<file path="config.mk">
export PLATFORM = sky130hd
export DESIGN_NAME = spi_slave_transceiver
export DESIGN_NICKNAME = d
export VERILOG_FILES = /design/src/rtl/spi_slave_transceiver.sv
export SDC_FILE = /design/constraint.sdc
export NUM_CORES = 1
export LEC_CHECK = 0
export CORE_MARGIN = 5
export CORE_UTILIZATION = 49
export CTS_CLUSTER_DIAMETER = 100
export DETAILED_ROUTE_END_ITERATION = 8
export PLACE_DENSITY = 0.74
export SYNTH_ARGS = -nofsm -noshare
export SYNTH_HDL_FRONTEND = slang
export SYNTH_SLANG_ARGS = --single-unit
</file>
<file path="constraint.sdc">
create_clock -name clk -period 1.54 [get_ports clk]
set_input_delay 0.308 -clock clk [delete_from_list [all_inputs] [get_ports clk]]
set_output_delay 0.308 -clock clk [all_outputs]
set_load 0.01 [all_outputs]
</file>
<file path="src/rtl/spi_slave_transceiver.sv">
// SPI slave transceiver: oversampled pins, all four ckp/cph modes, back-to-back frames, one-entry TX buffer.
// Pin edges act SYNC_STAGES+1 clk later; define SPI_SLAVE_LSB_FIRST_EN to shift LSB first (default MSB first).
module spi_slave_transceiver #(
   parameter int unsigned            DATA_LENGTH = 8,
   parameter int unsigned            SYNC_STAGES = 2,
   parameter logic [DATA_LENGTH-1:0] TX_FILL     = '1
) (
   input  logic                   clk,
   input  logic                   reset,
   input  logic                   sck,
   input  logic                   cs,
   input  logic                   mosi,
   output logic                   miso,
   input  logic                   ckp,
   input  logic                   cph,
   input  logic [DATA_LENGTH-1:0] tx_data,
   input  logic                   tx_valid,
   output logic                   tx_ready,
   output logic [DATA_LENGTH-1:0] rx_data,
   output logic                   rx_valid,
   output logic                   busy
);
   localparam int unsigned   CW       = $clog2(DATA_LENGTH + 1);
   localparam logic [CW-1:0] LAST_BIT = CW'(DATA_LENGTH - 1);

   typedef enum logic {IDLE = 1'b0, SHIFT = 1'b1} state_t;
   state_t state_q, state_d;

   logic [SYNC_STAGES-1:0] sck_sync_q, cs_sync_q, mosi_sync_q;
   logic                   sck_prev_q, cs_prev_q;
   logic                   sck_s, cs_s, mosi_s;
   logic                   sck_rise, sck_fall, cs_rise, cs_fall;
   logic                   sample_edge, shift_edge;

   logic                   ckp_q, ckp_d, cph_q, cph_d;
   logic [DATA_LENGTH-1:0] tx_shift_q, tx_shift_d;
   logic [DATA_LENGTH-1:0] tx_rot, next_word, next_rot;
   logic [DATA_LENGTH-2:0] rx_shift_q, rx_shift_d, rx_shift_next;
   logic [DATA_LENGTH-1:0] rx_full;
   logic [DATA_LENGTH-1:0] rx_data_q, rx_data_d;
   logic                   rx_valid_q, rx_valid_d;
   logic                   miso_q, miso_d;
   logic [CW-1:0]          bit_cnt_q, bit_cnt_d;
   logic [DATA_LENGTH-1:0] buf_q, buf_d;
   logic                   buf_full_q, buf_full_d;
   logic                   consume, tx_accept;

   // cs chain resets low so a cs held low across reset never looks like a fresh falling edge
   always_ff @(posedge clk) begin
      if (reset) begin
         sck_sync_q  <= '0;
         cs_sync_q   <= '0;
         mosi_sync_q <= '0;
         sck_prev_q  <= 1'b0;
         cs_prev_q   <= 1'b0;
      end else begin
         sck_sync_q  <= {sck_sync_q[SYNC_STAGES-2:0], sck};
         cs_sync_q   <= {cs_sync_q[SYNC_STAGES-2:0], cs};
         mosi_sync_q <= {mosi_sync_q[SYNC_STAGES-2:0], mosi};
         sck_prev_q  <= sck_s;
         cs_prev_q   <= cs_s;
      end
   end

   assign sck_s       = sck_sync_q[SYNC_STAGES-1];
   assign cs_s        = cs_sync_q[SYNC_STAGES-1];
   assign mosi_s      = mosi_sync_q[SYNC_STAGES-1];
   assign sck_rise    = sck_s & ~sck_prev_q;
   assign sck_fall    = ~sck_s & sck_prev_q;
   assign cs_rise     = cs_s & ~cs_prev_q;
   assign cs_fall     = ~cs_s & cs_prev_q;
   assign sample_edge = (ckp_q == cph_q) ? sck_rise : sck_fall;
   assign shift_edge  = (ckp_q == cph_q) ? sck_fall : sck_rise;

   assign next_word = buf_full_q ? buf_q : TX_FILL;

`ifdef SPI_SLAVE_LSB_FIRST_EN
   localparam int unsigned TX_FIRST = 0;
   assign tx_rot        = {tx_shift_q[0], tx_shift_q[DATA_LENGTH-1:1]};
   assign next_rot      = {next_word[0], next_word[DATA_LENGTH-1:1]};
   assign rx_full       = {mosi_s, rx_shift_q};
   assign rx_shift_next = rx_full[DATA_LENGTH-1:1];
`else
   localparam int unsigned TX_FIRST = DATA_LENGTH - 1;
   assign tx_rot        = {tx_shift_q[DATA_LENGTH-2:0], tx_shift_q[DATA_LENGTH-1]};
   assign next_rot      = {next_word[DATA_LENGTH-2:0], next_word[DATA_LENGTH-1]};
   assign rx_full       = {rx_shift_q, mosi_s};
   assign rx_shift_next = rx_full[DATA_LENGTH-2:0];
`endif

   always_ff @(posedge clk) begin
      if (reset) begin
         state_q    <= IDLE;
         ckp_q      <= 1'b0;
         cph_q      <= 1'b0;
         tx_shift_q <= '0;
         rx_shift_q <= '0;
         rx_data_q  <= '0;
         rx_valid_q <= 1'b0;
         miso_q     <= 1'b0;
         bit_cnt_q  <= '0;
         buf_q      <= '0;
         buf_full_q <= 1'b0;
      end else begin
         state_q    <= state_d;
         ckp_q      <= ckp_d;
         cph_q      <= cph_d;
         tx_shift_q <= tx_shift_d;
         rx_shift_q <= rx_shift_d;
         rx_data_q  <= rx_data_d;
         rx_valid_q <= rx_valid_d;
         miso_q     <= miso_d;
         bit_cnt_q  <= bit_cnt_d;
         buf_q      <= buf_d;
         buf_full_q <= buf_full_d;
      end
   end

   always_comb begin
      state_d = state_q;
      case (state_q)
         IDLE:    if (cs_fall) state_d = SHIFT;
         SHIFT:   if (cs_rise) state_d = IDLE;
         default: state_d = IDLE;
      endcase
   end

   always_comb begin
      ckp_d      = ckp_q;
      cph_d      = cph_q;
      tx_shift_d = tx_shift_q;
      rx_shift_d = rx_shift_q;
      rx_data_d  = rx_data_q;
      rx_valid_d = 1'b0;
      miso_d     = miso_q;
      bit_cnt_d  = bit_cnt_q;
      consume    = 1'b0;
      case (state_q)
         IDLE: begin
            miso_d    = 1'b0;
            bit_cnt_d = '0;
            if (cs_fall) begin
               ckp_d   = ckp;
               cph_d   = cph;
               consume = 1'b1;
               if (!cph) begin
                  miso_d     = next_word[TX_FIRST];
                  tx_shift_d = next_rot;
               end else begin
                  tx_shift_d = next_word;
               end
            end
         end
         SHIFT: begin
            if (shift_edge) begin
               miso_d     = tx_shift_q[TX_FIRST];
               tx_shift_d = tx_rot;
            end
            if (sample_edge) begin
               rx_shift_d = rx_shift_next;
               bit_cnt_d  = bit_cnt_q + CW'(1);
               // Word end: publish, then reload so the next shift edge starts the following word
               if (bit_cnt_q == LAST_BIT) begin
                  rx_data_d  = rx_full;
                  rx_valid_d = 1'b1;
                  bit_cnt_d  = '0;
                  if (!cs_rise) begin
                     consume    = 1'b1;
                     tx_shift_d = next_word;
                  end
               end
            end
            if (cs_rise) begin
               miso_d    = 1'b0;
               bit_cnt_d = '0;
            end
         end
         default: ;
      endcase
   end

   assign tx_accept = tx_valid & ~buf_full_q;

   always_comb begin
      buf_d      = buf_q;
      buf_full_d = buf_full_q;
      if (consume) buf_full_d = 1'b0;
      if (tx_accept) begin
         buf_d      = tx_data;
         buf_full_d = 1'b1;
      end
   end

   always_comb begin
      busy     = (state_q == SHIFT);
      miso     = miso_q;
      tx_ready = ~buf_full_q;
      rx_data  = rx_data_q;
      rx_valid = rx_valid_q;
   end

endmodule

</file>
# Word-level counts from Yosys, hierarchy flattened

Index checks and enable logic that the tools add are counted.

Word-level logic and storage cells: 67
Input port bits: 16
Register bits: 49

Reductions and logical operators: 5
Equal/unequal tests: 5
Muxes and demuxes: 28
Bitwise logic cells: 12
Add/sub/neg operators: 1

Operators with widths:

| operator                                                                | number |
|---|---|
| 8-bit 2-to-1 mux                                                        | 7 |
| 8-bit one-hot mux with 2 select lines                                   | 1 |
| 1-bit 2-to-1 mux                                                        | 13 |
| 4-bit 2-to-1 mux                                                        | 3 |
| 4-bit one-hot mux with 2 select lines                                   | 1 |
| 1-bit NOT                                                               | 7 |
| 3-bit by 1-bit inequality test with 1-bit output, second input constant | 2 |
| 1-bit one-hot mux with 2 select lines                                   | 3 |
| 1-bit bitwise AND                                                       | 5 |
| 4-bit by 1-bit adder with 4-bit output, second input constant           | 1 |
| 4-bit by 3-bit equality test with 1-bit output, second input constant   | 1 |
| 2-bit AND reduction                                                     | 2 |
| 3-bit AND reduction                                                     | 1 |
| 3-bit OR reduction                                                      | 1 |
| 2-bit inequality test, second input constant                            | 1 |
| 2-bit nonzero test                                                      | 1 |
| 1-bit equality test                                                     | 1 |

# Depth between registers and ports, before layout

Gate-level depths: netlist of run 1.

Word-level depth: 8
Mapped depth: 7
Gate-level depth less buffers: 6

# Least setup slack after synthesis of run 1

No wires, ideal clock.

Path type: reg-to-reg
Start point: register cph_q
End point: register buf_full_q
Setup slack: -123 ps
Arrival time: 1596 ps
Library setup time: 67 ps
Stages on the path, launching flop included: 7
Period minus slack after synthesis: 1663 ps
Path buffers: 1
Cell sequence: dfxtp_1 xnor2_2 mux2_4 and2_4 buf_6 a211o_1 a21oi_2

Word-level cells in the longest chain between the ends: 5

Ends and longest elaborated chain:

| what                                  | RTL line | RTL |
|---|---|---|
| start, declared                       | 35       | `logic ckp_q, ckp_d, cph_q, cph_d;` |
| start signal, assigned                | 107      | `cph_q <= cph_d;` |
| 1-bit equality test                   | 72       | `assign sample_edge = (ckp_q == cph_q) ? sck_rise : sck_fall;` |
| 1-bit 2-to-1 mux                      | 72       |  |
| 1-bit 2-to-1 mux                      | 159      | `if (sample_edge) begin` |
| 1-bit one-hot mux with 2 select lines | 138      | `case (state_q)` |
| 2-bit nonzero test (no line)          | -        |  |
| end signal, assigned                  | 115      | `buf_full_q <= buf_full_d;` |
| end, declared                         | 45       | `logic buf_full_q, buf_full_d;` |

Every way passes these cells.
A chain may end at the register's enable or synchronous reset.

# Worst setup path in the final report of run 1

Start point: register cph_q
End point: register tx_shift_q[5]

Word-level cells in the longest chain between the ends: 7

Ends and longest elaborated chain:

| what                                    | RTL line | RTL |
|---|---|---|
| 1-bit equality test *                   | 72, 73   |  |
| 1-bit 2-to-1 mux                        | 73       | `assign shift_edge = (ckp_q == cph_q) ? sck_fall : sck_rise;` |
| 8-bit 2-to-1 mux                        | 155      | `if (shift_edge) begin` |
| 8-bit 2-to-1 mux                        | 167      | `if (!cs_rise) begin` |
| 8-bit 2-to-1 mux                        | 163      | `if (bit_cnt_q == LAST_BIT) begin` |
| 8-bit 2-to-1 mux *                      | 159      |  |
| 8-bit one-hot mux with 2 select lines * | 138      |  |
| end signal, assigned                    | 108      | `tx_shift_q <= tx_shift_d;` |
| end, declared                           | 36       | `logic [DATA_LENGTH-1:0] tx_shift_q, tx_shift_d;` |

Mark *: on every way between the ends. The rest lies on a longest branch, timed or not.

==> results of run 1 <==
power by group:
group	internal (W)	switching, W	leakage [nW]
clock network	0.000589	0.000444	0.0669
logic	0.000127	0.000109	0.624
registers	0.00130	0.0000286	0.400
total	0.00201	0.000582	1.09
worst max-delay path: cells and delay by family, from the launching register on:
| kind | cells | cell delay [ps] |
|---|---|---|
| DFF | 1 | 360 |
| xor gates and xnor gates | 1 | 220 |
| buffers and inverters | 1 | 160 |
| muxes | 2 | 570 |
| AOI/OAI and AO/OA | 1 | 80 |
| and+or+nand+nor | 1 | 100 |
through the flow:
stage | cells | util (%)
floorplan | 240 | -
global placement | 327 | 61.06
detailed placement | 327 | 61.06
CTS | 335 | 64.20
global route | 335 | 64.73
finish | 335 | 64.73
worst max-delay path by stage:
stage | cells after the start | end | start
after floorplan | 6 | buf_full_q$_SDFFE_PP0P_ | ckp_q$_SDFFE_PP0P_
after global placement | 4 | tx_shift_q[0]$_SDFFE_PP0P_ | reset
after detailed placement | 4 | tx_shift_q[5]$_SDFFE_PP0P_ | reset
after CTS | 6 | tx_shift_q[5]$_SDFFE_PP0P_ | cph_q$_SDFFE_PP0P_
after global routing | 6 | bit_cnt_q[3]$_SDFFE_PP0P_ | cph_q$_SDFFE_PP0P_
final | 6 | tx_shift_q[5]$_SDFFE_PP0P_ | cph_q$_SDFFE_PP0P_
sequential cells by signal (all words and copies together) (netlist names):
name         count
bit_cnt_q        4
buf_full_q       1
buf_q            8
busy             1
ckp_q            1
cph_q            1
cs_prev_q        1
cs_sync_q        2
miso             1
mosi_sync_q      2
rx_data          8
rx_shift_q       7
rx_valid         1
sck_prev_q       1
sck_sync_q       2
tx_shift_q       8
layout by cell type, fill, tap and decap left out, types with 3 or more instances in the layout:
cell and instances:
o31ai_1 7, clkdlybuf4s50_1 22, nand2_1 45, nor2b_1 14, a21oi_1 20, mux2i_1 18
dlymetal6s2s_1 3, buf_4 20, o211ai_1 8, clkbuf_8 5, nor3_1 6, nor2_1 24
nand2b_1 3, dfxtp_1 47, mux2_4 7
area by class of cell:
class	instances	area share, %
sequential	49	35.72
clock inverter	2	1.405
inverter	2	0.2720
tap	52	2.357
multi-input combinational	176	40.71
timing repair buffer	48	16.14
clock buffer	6	3.400
cells by family after synthesis:
family,count (synthesis),synth area share [%]
compound gates,45,13.52
xor+xnor,2,1.181
fa+ha+maj,1,0.5902
buf+inv,15,3.188
flops,49,46.28
mux,26,13.46
simple gates,102,21.78
timing repair:
action,CTS,global route
pin swaps,1,2
hold endpoints to repair,0,0
gates resized for setup,3,7
setup endpoints to repair,19,22
metal layers:
metal | wire (um) | track usage [%] | up-vias
met3 | 133 | 4.090 | 4
met5 | 0 | 0 | -
met1 | 2283 | 24.07 | 807
li1 | - | - | 912
met4 | 44 | 6.214 | 0
met2 | 2096 | 27.38 | 31
==> out/metrics.yaml, run 1 <==
timing:
  clock_skew_ps: 6.855
  worst_slack_ps: -67.46
  slew_viol_final: 0
  setup_viol: 8
  rsz0062_at_grt: "true"
  hold-worst-slack_ps: 442.4
  slew_headroom_pct: 68.16
  period_minus_slack_ps: 1607
  setup-tns-final_ps: -373.5
  worstMarginPinSlew_ps: 475.8
  fmax_mhz: 622.1
  hold_violations: 0
  period_share_pct: 104.4
global_route:
  grt_pass1_vias: 1666
  grt-ovfl-total: 0
  grt_max_degree: 23
  grt_usage_pct: 17.68
  antenna_found_initial: 0
  grt_pass1_wl_um: 7734
synthesis:
  netlist_instances: 240
  yosys.area.top_type_share_pct: 46.28
  yosysUniqueCellTypes: 37
  seq_area_frac_synth_pct: 46.28
  async_reset_ff_share_pct: 0
  synth_ff_type: "dfxtp_1"
  synth_edf_count: 0
  synth_area_per_cell_um2: 8.831
  synth_fp_nets: 257
  synth.cell_area_um2: 2120
  synth-seq-cells: 49
  netlist_top_cells_area: "dfxtp_1, mux2i_1, nand2_1"
  yosysWarnings: 0
  synth_commonest_cells: "dfxtp_1, nand2_1, nor2_1, a21oi_1, mux2i_1"
  synth_top_area_cell: "dfxtp_1"
  synthMostInstantiatedCell: "dfxtp_1"
floorplanning:
  ios: 28
  rows: 24
  chipWidth_um: 75.77
  start_util_pct: 49.71
  core_um2: 4264
  die_h_um: 75.77
  dieArea_um2: 5741
cts:
  cts.sinks: 49
  cts_tree: "yes"
  root_buffer: "clkbuf_8"
  clk_pin_slew_ps: 100
  cts_hold_buf: 0
  clock_latency_ps: 300
  numCtsBuffers: 5
  htree_levels: 2
  cts_setup_buffers: 0
  clockBufferDepth: 2
placement:
  placed_area_um2: 2604
  pre_cts_slack_ps: -79.02
  port_buffers: 27
  place.gp.congestion: 0.9015
  dpl.hpwl_um: 3302
power:
  p_leak_nw: 1.090
  ir_worst_vdd_v: 0.0007065
  p_total_w: 0.002597
  powerDensity_nw_per_um2: 940.9
worst_hold_path:
  hp-class: "flip-flop to flip-flop"
  min-delay-start: "mosi_sync_q[0]$_SDFF_PP0_"
  hold_depth: 1
  hold_end: "mosi_sync_q[1]$_SDFF_PP0_"
drt:
  viasPerCell: 5.236
  drt_pass1_iterations: 4
  wl_per_cell_um: 13.61
  drtAntennaViolNets: 0
  drc: 0
  drt_iter0_drc: 74
  drt-total-wl_um: 4558
  vias: 1754
outcome:
  status: "finished, violations left"
  violations: "negative setup slack"
setup_path:
  cp.arrival_ps: 1800
  rr_worst_depth: 6
  r2r-start: "cph_q$_SDFFE_PP0P_"
  required_ps: 1730
  worst-r2r-setup-slack_ps: -70
  critPathSlowestCell: "dfxtp_2"
  crit_path_end_kind: "flip-flop"
  r2r_end: "tx_shift_q[5]$_SDFFE_PP0P_"
  crit_chain: "xnor2_4 > mux2i_4 > buf_12 > mux2_4 > nor2_1 > o31ai_1"
  critPathKind: "flip-flop to flip-flop"
  slowest_delay_ps: 360
  critical_path.max_fanout: 10
  cp-start-kind: "flip-flop"
layout:
  seqCellArea_um2: 985.9
  area_delta_synth_final_pct: 30.22
  postLayoutCellArea_um2: 2760
  antenna_cells: 0
  drive_gt1_share_pct: 16.96
  fillers: 338
  multi_input_area_um2: 1124
  nets: 299
job:
  drv_cap: 0
(Power assumes the default switching activity.)
==> inputs of run 2 (changes only) <==
--- a/config.mk
+++ b/config.mk
@@ -10,6 +10,7 @@
 export CTS_CLUSTER_DIAMETER = 100
 export DETAILED_ROUTE_END_ITERATION = 8
 export PLACE_DENSITY = 0.74
+export SLEW_MARGIN = 5
 export SYNTH_ARGS = -nofsm -noshare
 export SYNTH_HDL_FRONTEND = slang
 export SYNTH_SLANG_ARGS = --single-unit
==> results of run 2 <==
No change in the layout: final DEF, timing and power equal those of run 1.
